**config.mk**
```make
export PLATFORM = sky130hd
export DESIGN_NAME = mole_spawner
export DESIGN_NICKNAME = d
export VERILOG_FILES = /design/src/rtl/mole_spawner.sv
export SDC_FILE = /design/constraint.sdc
export NUM_CORES = 1
export LEC_CHECK = 0
export ABC_AREA = 1
export CAP_MARGIN = 20
export CORE_ASPECT_RATIO = 0.8
export CORE_MARGIN = 8
export CORE_UTILIZATION = 45
export DETAILED_ROUTE_END_ITERATION = 8
export PLACE_DENSITY_LB_ADDON = 0.25
export SLEW_MARGIN = 20
export SYNTH_ARGS = -nofsm -noshare
export SYNTH_HDL_FRONTEND = slang
export SYNTH_SLANG_ARGS = --single-unit
```
**constraint.sdc**
```tcl
create_clock -name clk -period 6.8 [get_ports clk]
set_clock_uncertainty 0.15 [all_clocks]
set_input_delay 1.36 -clock clk [delete_from_list [all_inputs] [get_ports clk]]
set_output_delay 1.36 -clock clk [all_outputs]
set_load 0.01 [all_outputs]
```
**src/rtl/mole_spawner.sv**
```systemverilog
// mole_spawner: the mole/timer responder for the whac-a-mole game FSM.
// Each rising edge of ready_for_mole picks a pseudo-random mole from a
// free-running LFSR and never repeats the current one. While timeout_start
// is held, a per-level hit window counts down in millisecond ticks, and
// timeout is driven low when the window runs out.
// Optional build macro MOLE_SPEEDUP_EN makes the window shorter as the game
// goes on: every 8th pick removes 1/8 of the base window, and the window
// never drops below half of the base.
module mole_spawner #(
  parameter int unsigned TICKS_PER_MS = 50000,
  parameter int unsigned NUM_MOLES    = 18,
  parameter int unsigned LVL1_MS      = 1500,
  parameter int unsigned LVL2_MS      = 1000,
  parameter int unsigned LVL3_MS      = 600,
  parameter logic [15:0] LFSR_SEED    = 16'hACE1
) (
  input  logic        clk,
  input  logic        rst_n,
  input  logic        ready_for_mole,
  input  logic        timeout_start,
  input  logic [1:0]  level_number,
  output logic [17:0] led_number,
  output logic [4:0]  mole_index,
  output logic        timeout,
  output logic [11:0] time_left_ms
);

  // Only the low 12 bits of a window are kept. A window of 0 ms becomes 1 ms.
  function automatic logic [11:0] fix_window(input int unsigned ms);
    logic [11:0] t;
    t = ms[11:0];
    return (t == 12'd0) ? 12'd1 : t;
  endfunction

  // The all-zero state would lock up the LFSR, so a zero seed is replaced.
  localparam logic [15:0] SEED_EFF = (LFSR_SEED == 16'h0000) ? 16'h0001 : LFSR_SEED;
  localparam int unsigned PW        = (TICKS_PER_MS > 1) ? $clog2(TICKS_PER_MS) : 1;
  localparam logic [PW-1:0] PRESC_MAX = PW'(TICKS_PER_MS - 1);
  localparam logic [4:0]  LAST_IDX  = 5'(NUM_MOLES - 1);
  localparam logic [11:0] WIN1      = fix_window(LVL1_MS);
  localparam logic [11:0] WIN2      = fix_window(LVL2_MS);
  localparam logic [11:0] WIN3      = fix_window(LVL3_MS);

  typedef enum logic [1:0] {
    S_IDLE    = 2'd0,
    S_COUNT   = 2'd1,
    S_EXPIRED = 2'd2
  } state_e;

  state_e        state_q, state_d;
  logic [PW-1:0] presc_q, presc_d;
  logic [11:0]   time_left_q, time_left_d;
  logic          timeout_q, timeout_d;
  logic [15:0]   lfsr_q, lfsr_d;
  logic          rfm_q, rfm_d;
  logic [4:0]    mole_index_q, mole_index_d;
  logic [17:0]   led_q, led_d;

  logic          pick_fire;
  logic [4:0]    cand;
  logic [11:0]   base_win;
  logic [11:0]   eff_win;

  // Select the base window for the level. Only the load edge uses it.
  always_comb begin
    unique case (level_number)
      2'd2:    base_win = WIN2;
      2'd3:    base_win = WIN3;
      default: base_win = WIN1;
    endcase
  end

`ifdef MOLE_SPEEDUP_EN
  logic [3:0]  pick_cnt_q, pick_cnt_d;
  logic [11:0] offset_q, offset_d;
  logic [1:0]  level_prev_q, level_prev_d;
  logic [12:0] offset_sum;
  logic [11:0] offset_cap;
  logic [11:0] win_diff;

  // Speed-up bookkeeping: count the picks, and grow the offset on every 8th
  // pick. Both reset whenever the level changes.
  always_comb begin
    pick_cnt_d   = pick_cnt_q;
    offset_d     = offset_q;
    level_prev_d = level_number;
    offset_cap   = base_win - (base_win >> 1);
    offset_sum   = {1'b0, offset_q} + {1'b0, base_win >> 3};
    if (level_number != level_prev_q) begin
      pick_cnt_d = 4'd0;
      offset_d   = 12'd0;
    end else if (pick_fire) begin
      pick_cnt_d = pick_cnt_q + 4'd1;
      if (pick_cnt_d[2:0] == 3'd0) begin
        offset_d = (offset_sum > {1'b0, offset_cap}) ? offset_cap : offset_sum[11:0];
      end
    end
    win_diff = base_win - offset_q;
    eff_win  = (win_diff == 12'd0) ? 12'd1 : win_diff;
  end

  // Speed-up state registers.
  always_ff @(posedge clk or negedge rst_n) begin
    if (!rst_n) begin
      pick_cnt_q   <= 4'd0;
      offset_q     <= 12'd0;
      level_prev_q <= 2'd0;
    end else begin
      pick_cnt_q   <= pick_cnt_d;
      offset_q     <= offset_d;
      level_prev_q <= level_prev_d;
    end
  end
`else
  assign eff_win = base_win;
`endif

  // Step the LFSR every cycle, detect a rising edge on ready_for_mole, and
  // choose the next mole. If the candidate equals the current mole, take the
  // following index instead.
  // NOTE: every signal assigned in an always_comb gets a default value first. A path that assigns nothing would infer a latch.
  always_comb begin
    lfsr_d       = {lfsr_q[14:0], lfsr_q[15] ^ lfsr_q[13] ^ lfsr_q[12] ^ lfsr_q[10]};
    rfm_d        = ready_for_mole;
    pick_fire    = ready_for_mole & ~rfm_q;
    mole_index_d = mole_index_q;
    led_d        = led_q;
    cand         = 5'(lfsr_q % 16'(NUM_MOLES));
    if (pick_fire) begin
      if (cand == mole_index_q) begin
        mole_index_d = (cand == LAST_IDX) ? 5'd0 : cand + 5'd1;
      end else begin
        mole_index_d = cand;
      end
      led_d = 18'd1 << mole_index_d;
    end
  end

  // Hit-window timer: load the window, count ms ticks down, report expiry.
  always_comb begin
    state_d     = state_q;
    presc_d     = presc_q;
    time_left_d = time_left_q;
    timeout_d   = timeout_q;
    unique case (state_q)
      S_IDLE: begin
        timeout_d   = 1'b1;
        time_left_d = 12'd0;
        presc_d     = '0;
        if (timeout_start) begin
          time_left_d = eff_win;
          state_d     = S_COUNT;
        end
      end
      S_COUNT: begin
        if (!timeout_start) begin
          state_d     = S_IDLE;
          timeout_d   = 1'b1;
          time_left_d = 12'd0;
          presc_d     = '0;
        end else if (presc_q == PRESC_MAX) begin
          presc_d = '0;
          if (time_left_q <= 12'd1) begin
            time_left_d = 12'd0;
            timeout_d   = 1'b0;
            state_d     = S_EXPIRED;
          end else begin
            time_left_d = time_left_q - 12'd1;
          end
        end else begin
          presc_d = presc_q + PW'(1);
        end
      end
      S_EXPIRED: begin
        timeout_d   = 1'b0;
        time_left_d = 12'd0;
        presc_d     = '0;
        if (!timeout_start) begin
          state_d   = S_IDLE;
          timeout_d = 1'b1;
        end
      end
      default: begin
        state_d     = S_IDLE;
        timeout_d   = 1'b1;
        time_left_d = 12'd0;
        presc_d     = '0;
      end
    endcase
  end

  // State registers. An asynchronous reset returns the block to idle at once.
  // NOTE: sequential state uses non-blocking assignments only. Every flop then samples its pre-edge inputs, whatever order the blocks run in.
  always_ff @(posedge clk or negedge rst_n) begin
    if (!rst_n) begin
      state_q      <= S_IDLE;
      presc_q      <= '0;
      time_left_q  <= 12'd0;
      timeout_q    <= 1'b1;
      lfsr_q       <= SEED_EFF;
      rfm_q        <= 1'b0;
      mole_index_q <= 5'd0;
      led_q        <= 18'd0;
    end else begin
      state_q      <= state_d;
      presc_q      <= presc_d;
      time_left_q  <= time_left_d;
      timeout_q    <= timeout_d;
      lfsr_q       <= lfsr_d;
      rfm_q        <= rfm_d;
      mole_index_q <= mole_index_d;
      led_q        <= led_d;
    end
  end

  assign led_number   = led_q;
  assign mole_index   = mole_index_q;
  assign timeout      = timeout_q;
  assign time_left_ms = time_left_q;

endmodule

```
* Word level (Yosys, flattened, before mapping)
Cells that the tools add are included.
Word-level totals: register bits after elaboration 71, input bits 6, logic and storage cells 56, output and inout port bits 36
Operators by class: order comparisons 1, equal/unequal tests 11, reductions and logical operators 3, muxes and demuxes 23, add/subtract/negate cells 3, div/mod/pow operators 1, shifts and indexed selects 1, bitwise gates (word level) 5
Operators with widths (count):
- two-way mux 12 bit | 4
- two-way mux 16 bit | 3
- one-hot mux 12 bit (2 select lines) | 1
- one-hot mux 11 bit (2 select lines) | 1
- << shifter 1 x 5 -> 18 bit, first input constant | 1
- adder 16 x 1 -> 16 bit, second input constant | 1
- == test 16 bit, second input constant | 1
- remainder unit 16 x 5 -> 16 bit, second input constant | 1
- two-way mux 5 bit | 3
- <= comparator 12 x 1 -> 1 bit, second input constant | 1
- subtractor 12 x 1 -> 12 bit, second input constant | 1
- two-way mux 2 bit | 5
- == test 2 bit, second input constant | 3
- != test 3 bit, second input constant | 2
- one-hot mux 2 bit (3 select lines) | 1
- adder 5 x 1 -> 5 bit, second input constant | 1
- == test 5 bit | 1
- == test 5 bit, second input constant | 1
- two-way mux 1 bit | 4
- != test 2 bit, second input constant | 2
- AND reduction 4 bit | 1
- bitwise XOR 1 bit | 3
- == test 2 x 1 -> 1 bit, second input constant | 1
- zero test 2 bit | 1
- other kinds (4) | 4

* Depth between registers and ports, before layout
depth in word-level cells 6, mapped depth 72, gate-level depth less buffers 72

* Least setup slack after synthesis
No wires, ideal clock.
kind register -> register, start point register lfsr_q[13], end point register led_q[10], in the netlist led_number[10], path buffers 0, data required time 6533 ps, clock period less this slack 5869 ps, data arrival time 5601 ps, stages on the path, launching flop included 64, setup time 117 ps, slack 931 ps, cell sequence dfstp_2 > inv_2 > nand2_1 > nand3_1 > nand4_1 > nand2_1 > nand2_2 > nand3_1 > nand2_1 > nand2_1 > nand2_2 > nand2_2 > nand2_4 > nand4_2 > nand2_2 > nand2_2 > nand2_2 > nand4_2 > (+28 left out) > nand2_2 > nand2_2 > nand2_1 > inv_1 > ha_1 > nand3b_1 > nand2_1 > inv_1 > nand2_4 > nand2_4 > nand2_1 > nand2_1 > nor2_4 > nand2_4 > o21ai_4 > nor2_1 > nand3_1 > nand2_1
On the way: word-level cells in the longest chain between the ends 6, elaborated cells between the ends (all ways) 8, those cells by class add/sub (1); div (1); eq/ne (2); shift (1); mux (3)
RTL lines:
- from (decl) | RTL line 54 | logic [15:0] lfsr_q, lfsr_d;
- from (signal assigned) | RTL line 209 | lfsr_q <= lfsr_d;
- remainder unit 16 x 5 -> 16 bit (*) | RTL line 128 | cand = 5'(lfsr_q % 16'(NUM_MOLES));
- adder 5 x 1 -> 5 bit / == test 5 bit (equally long branches) | RTL line 131 | mole_index_d = (cand == LAST_IDX) ? 5'd0 : cand + 5'd1;
- two-way mux 5 bit | RTL line 131
- two-way mux 5 bit (*) | RTL line 130 | if (cand == mole_index_q) begin
- two-way mux 5 bit (*) | RTL line 129 | if (pick_fire) begin
- << shifter 1 x 5 -> 18 bit (*) | RTL line 135 | led_d = 18'd1 << mole_index_d;
- to (signal assigned) | RTL line 212 | led_q <= led_d;
- to (decl) | RTL line 57 | logic [17:0] led_q, led_d;
Every way passes the cells marked *; elsewhere a longest branch is shown, timed or not. The select of a mux whose other input is x is not followed. A chain may end at the register's enable or synchronous reset.

* Final worst setup path
start point register lfsr_q[13], end point register led_q[5], in the netlist led_number[5]
The elaborated chain is that of the path after synthesis.

==> out/results.tsv <==
stage	metric	value	unit
flow_run	cap_violations	0	
timing	fin_crit_sh	1.015	
cts	cts_root_buf	clkbuf_16	
routing	vias	5020	
global_routing	antenna_found_initial	0	
timing	slew_headroom	0.3810	
setup_path	required	6920	ps
yosys	ys.flop_type	dfrtp_1	
cts	h-tree-depth	3	
yosys	ys_types	43	
yosys	synthAdderAreaFrac	0.02272	
finish	stdcell_area	6774	sq um
routing	drt-initial-drc-count	342	
hold_path	hp-class	reg2reg	
global_routing	grt_util_all_layers	0.1601	
hold_path	worstHoldEndpoint	lfsr_q[7]	
yosys	synthMuxAreaShare	0.002020	
finish	finalNetCount	801	
yosys	ys_ff_latch	71	
power_and_ir_drop	ir_drop	0.1961	mV
routing	detail_route.wl_per_cell	14.59	um
place	dp_hpwl	8209	um
setup_path	cp.depth	67	
place	dp_worst_setup_slack	-20.50	ps
place	io_buffers	41	
timing	max_freq	0.1448	GHz
floorplanning	start_util	0.4587	
yosys	synth-compound-area-share	0.08609	
global_routing	grt_pass1_vias	4503	
timing	timing.final.ws_setup	-105.2	ps
routing	drc_errors	0	
power_and_ir_drop	power_density	217.3	nW/um^2
yosys	synth_top_area_cell	dfrtp_1	
yosys	seq_area_frac_synth	0.3608	
cts	clock_latency	330	ps
finish	layout_common_cells	153 x nand2_1, 73 x inv_1, 62 x dfrtp_1, 44 x nand3_1, 43 x nor2_1	
power_and_ir_drop	power.leakage	3.371	nW
cts	cts_buffers	9	
yosys	synth_top_cell_area_share	0.3131	
place	dp_cells	878	
cts	clk_path_buf_depth	2	
yosys	avgSynthCellArea	7.100	sq um
timing	hold_ws	247.0	ps
timing	slew_viol_final	0	
status	violations	negative setup slack	
yosys	syn_nets	713	
floorplanning	ioPinCount	42	
cts	postCtsHoldBufs	0	
timing	rsz0062_at_grt	true	
routing	firstDrtPassIters	5	
floorplanning	core	10810	sq um
setup_path	cp-end-kind	flip-flop	
yosys	synth_edf_count	0	
power_and_ir_drop	total_power	1.472	mW
yosys	synth_xor_area_frac	0.02828	
setup_path	cp_common_cell	nand2_4	
yosys	synth_simple_gate_area_frac	0.4168	
status	status	complete, but fails checks	
floorplanning	rows	34	
setup_path	critPathSlowestCell	dfstp_2	
finish	mostFrequentLayoutCell	nand2_1	
cts	cts_sinks	71	
timing	final-hold-violation-count	0	
finish	stdcell_count	935	
setup_path	critical_path_class	reg2reg	
global_routing	grt_start_max_net_pins	72	
setup_path	path_max_fanout	7	
yosys	yosys_warnings	0	
routing	via_per_inst	5.369	
global_routing	overflow	0	
hold_path	hold_depth	0	
yosys	syn_area	4956	sq um
floorplanning	die_area	14650	sq um
setup_path	cp.arrival	7020	ps
finish	syn_to_final_growth	36.68	%
finish	fin_util	0.6269	
setup_path	regToRegSetupSlack	-110	ps
setup_path	setup.worst_path.start	lfsr_q[13]	
yosys	ys_top_cells_by_area	dfrtp_1 31%, nand2_1 14%, nand3_1 8.0%, inv_1 5.8%, nand2_2 4.9%	
setup_path	reg2reg_depth	67	
setup_path	timing.rr.end	led_number[5]	
floorplanning	fp.dieW	133.3	um
setup_path	crit_family	simple AND/OR/NAND/NOR gates	
timing	worst_pin_slew	922.8	ps
setup_path	cpPeakStageDelay	560	ps
yosys	async_flop_share	1.000	
timing	finalSetupViolCount	17	
global_routing	grt_pass1_wl	19700	um
hold_path	min_from	lfsr_q[6]	
yosys	synth_top_family_by_area	simple AND/OR/NAND/NOR gates	
place	place_congestion	0.8939	
setup_path	path_buf_inv	8	
finish	drive_above_1_share	0.3135	
place	detailed_place.area	5519	sq um
finish	antenna_cells	0	
timing	period_needed	6905	ps
cts	clkSlewWorstSetupHoldPaths	60	ps
setup_path	critPathLaunchType	flip-flop	
setup_path	r2r_start	lfsr_q[13]	
routing	postRouteAntennaNets	0	
timing	setup-tns-final	-1010	ps
yosys	netlist_instances	698	
floorplanning	die_h	109.9	um
routing	routed_wl	13640	um
cts	cts_tree	done	
==> registers in the layout, indices dropped and copies added (netlist names) <==
name / cells
led_number: 18
lfsr_q: 16
mole_index: 5
presc_q: 16
rfm_q: 1
state_q: 2
time_left_ms: 12
timeout: 1
==> routing by layer <==
metal	part of all wire	up-vias	global-route usage	wire length, um
li1	-	2451	-	-
met1	0.45	2372	0.2020	6119
met2	0.48	169	0.2596	6510
met3	0.056	28	0.05388	769
met4	0.018	0	0.04237	241
met5	0	-	0	0
==> final cells by class <==
type                       count  area (sq um)
timing repair buffer          82         737.0
sequential                    71          1788
clock buffer                  15         267.8
clock inverter                 1         5.005
multi-input combinational    520          3403
inverter                     102         392.9
tap                          144         180.2
fill                         911          4031
==> worst reg2reg max path: cells and delay by family, from the launching register on <==
family                     cells  cell delay, ps
DFF                            1             560
buffers and inverters          8             580
and+or+nand+nor               58            5420
adders and majority gates      1             140
==> power breakdown <==
part / internal [mW] / switching, mW / leakage (nW)
clock: 0.267 / 0.171 / 0.134
combinational: 0.219 / 0.288 / 2.30
sequential: 0.473 / 0.0538 / 0.937
==> worst max-delay path by stage <==
stage	slack, ps	to
after floorplan	930	led_number[10]
after global placement	220	led_number[0]
after detailed placement	-20	led_number[1]
after CTS	10	led_number[0]
after global routing	-620	led_number[13]
final	-110	led_number[5]
==> cells by family (layout without fill, tap and decap cells) <==
group	count (synthesis)	after routing
flops	71	71
buf+inv	108	200
xor+xnor	16	16
compound gates	72	73
simple gates	421	421
mux	1	1
fa+ha+maj	9	9
==> synthesized netlist by cell type (all sizes together), types with 4 or more instances <==
cell type    n
ha           9
dfrtp       62
nand2      238
xnor2        4
a21oi       19
clkbuf       5
inv         99
nor4         4
nand3       83
nor3         6
nor2        60
dfstp        9
o211ai       4
nand4       24
xor2        12
o21ai       38
==> timing repair <==
action | CTS | global route
gates cloned | 0 | 1
endpoints found under the hold margin | 0 | 0
buffers inserted | 0 | 40
gates resized for setup | 2 | 151
pin swaps | 0 | 59
setup endpoints to repair | 19 | 23
Power figures use the tool's default switching activity.
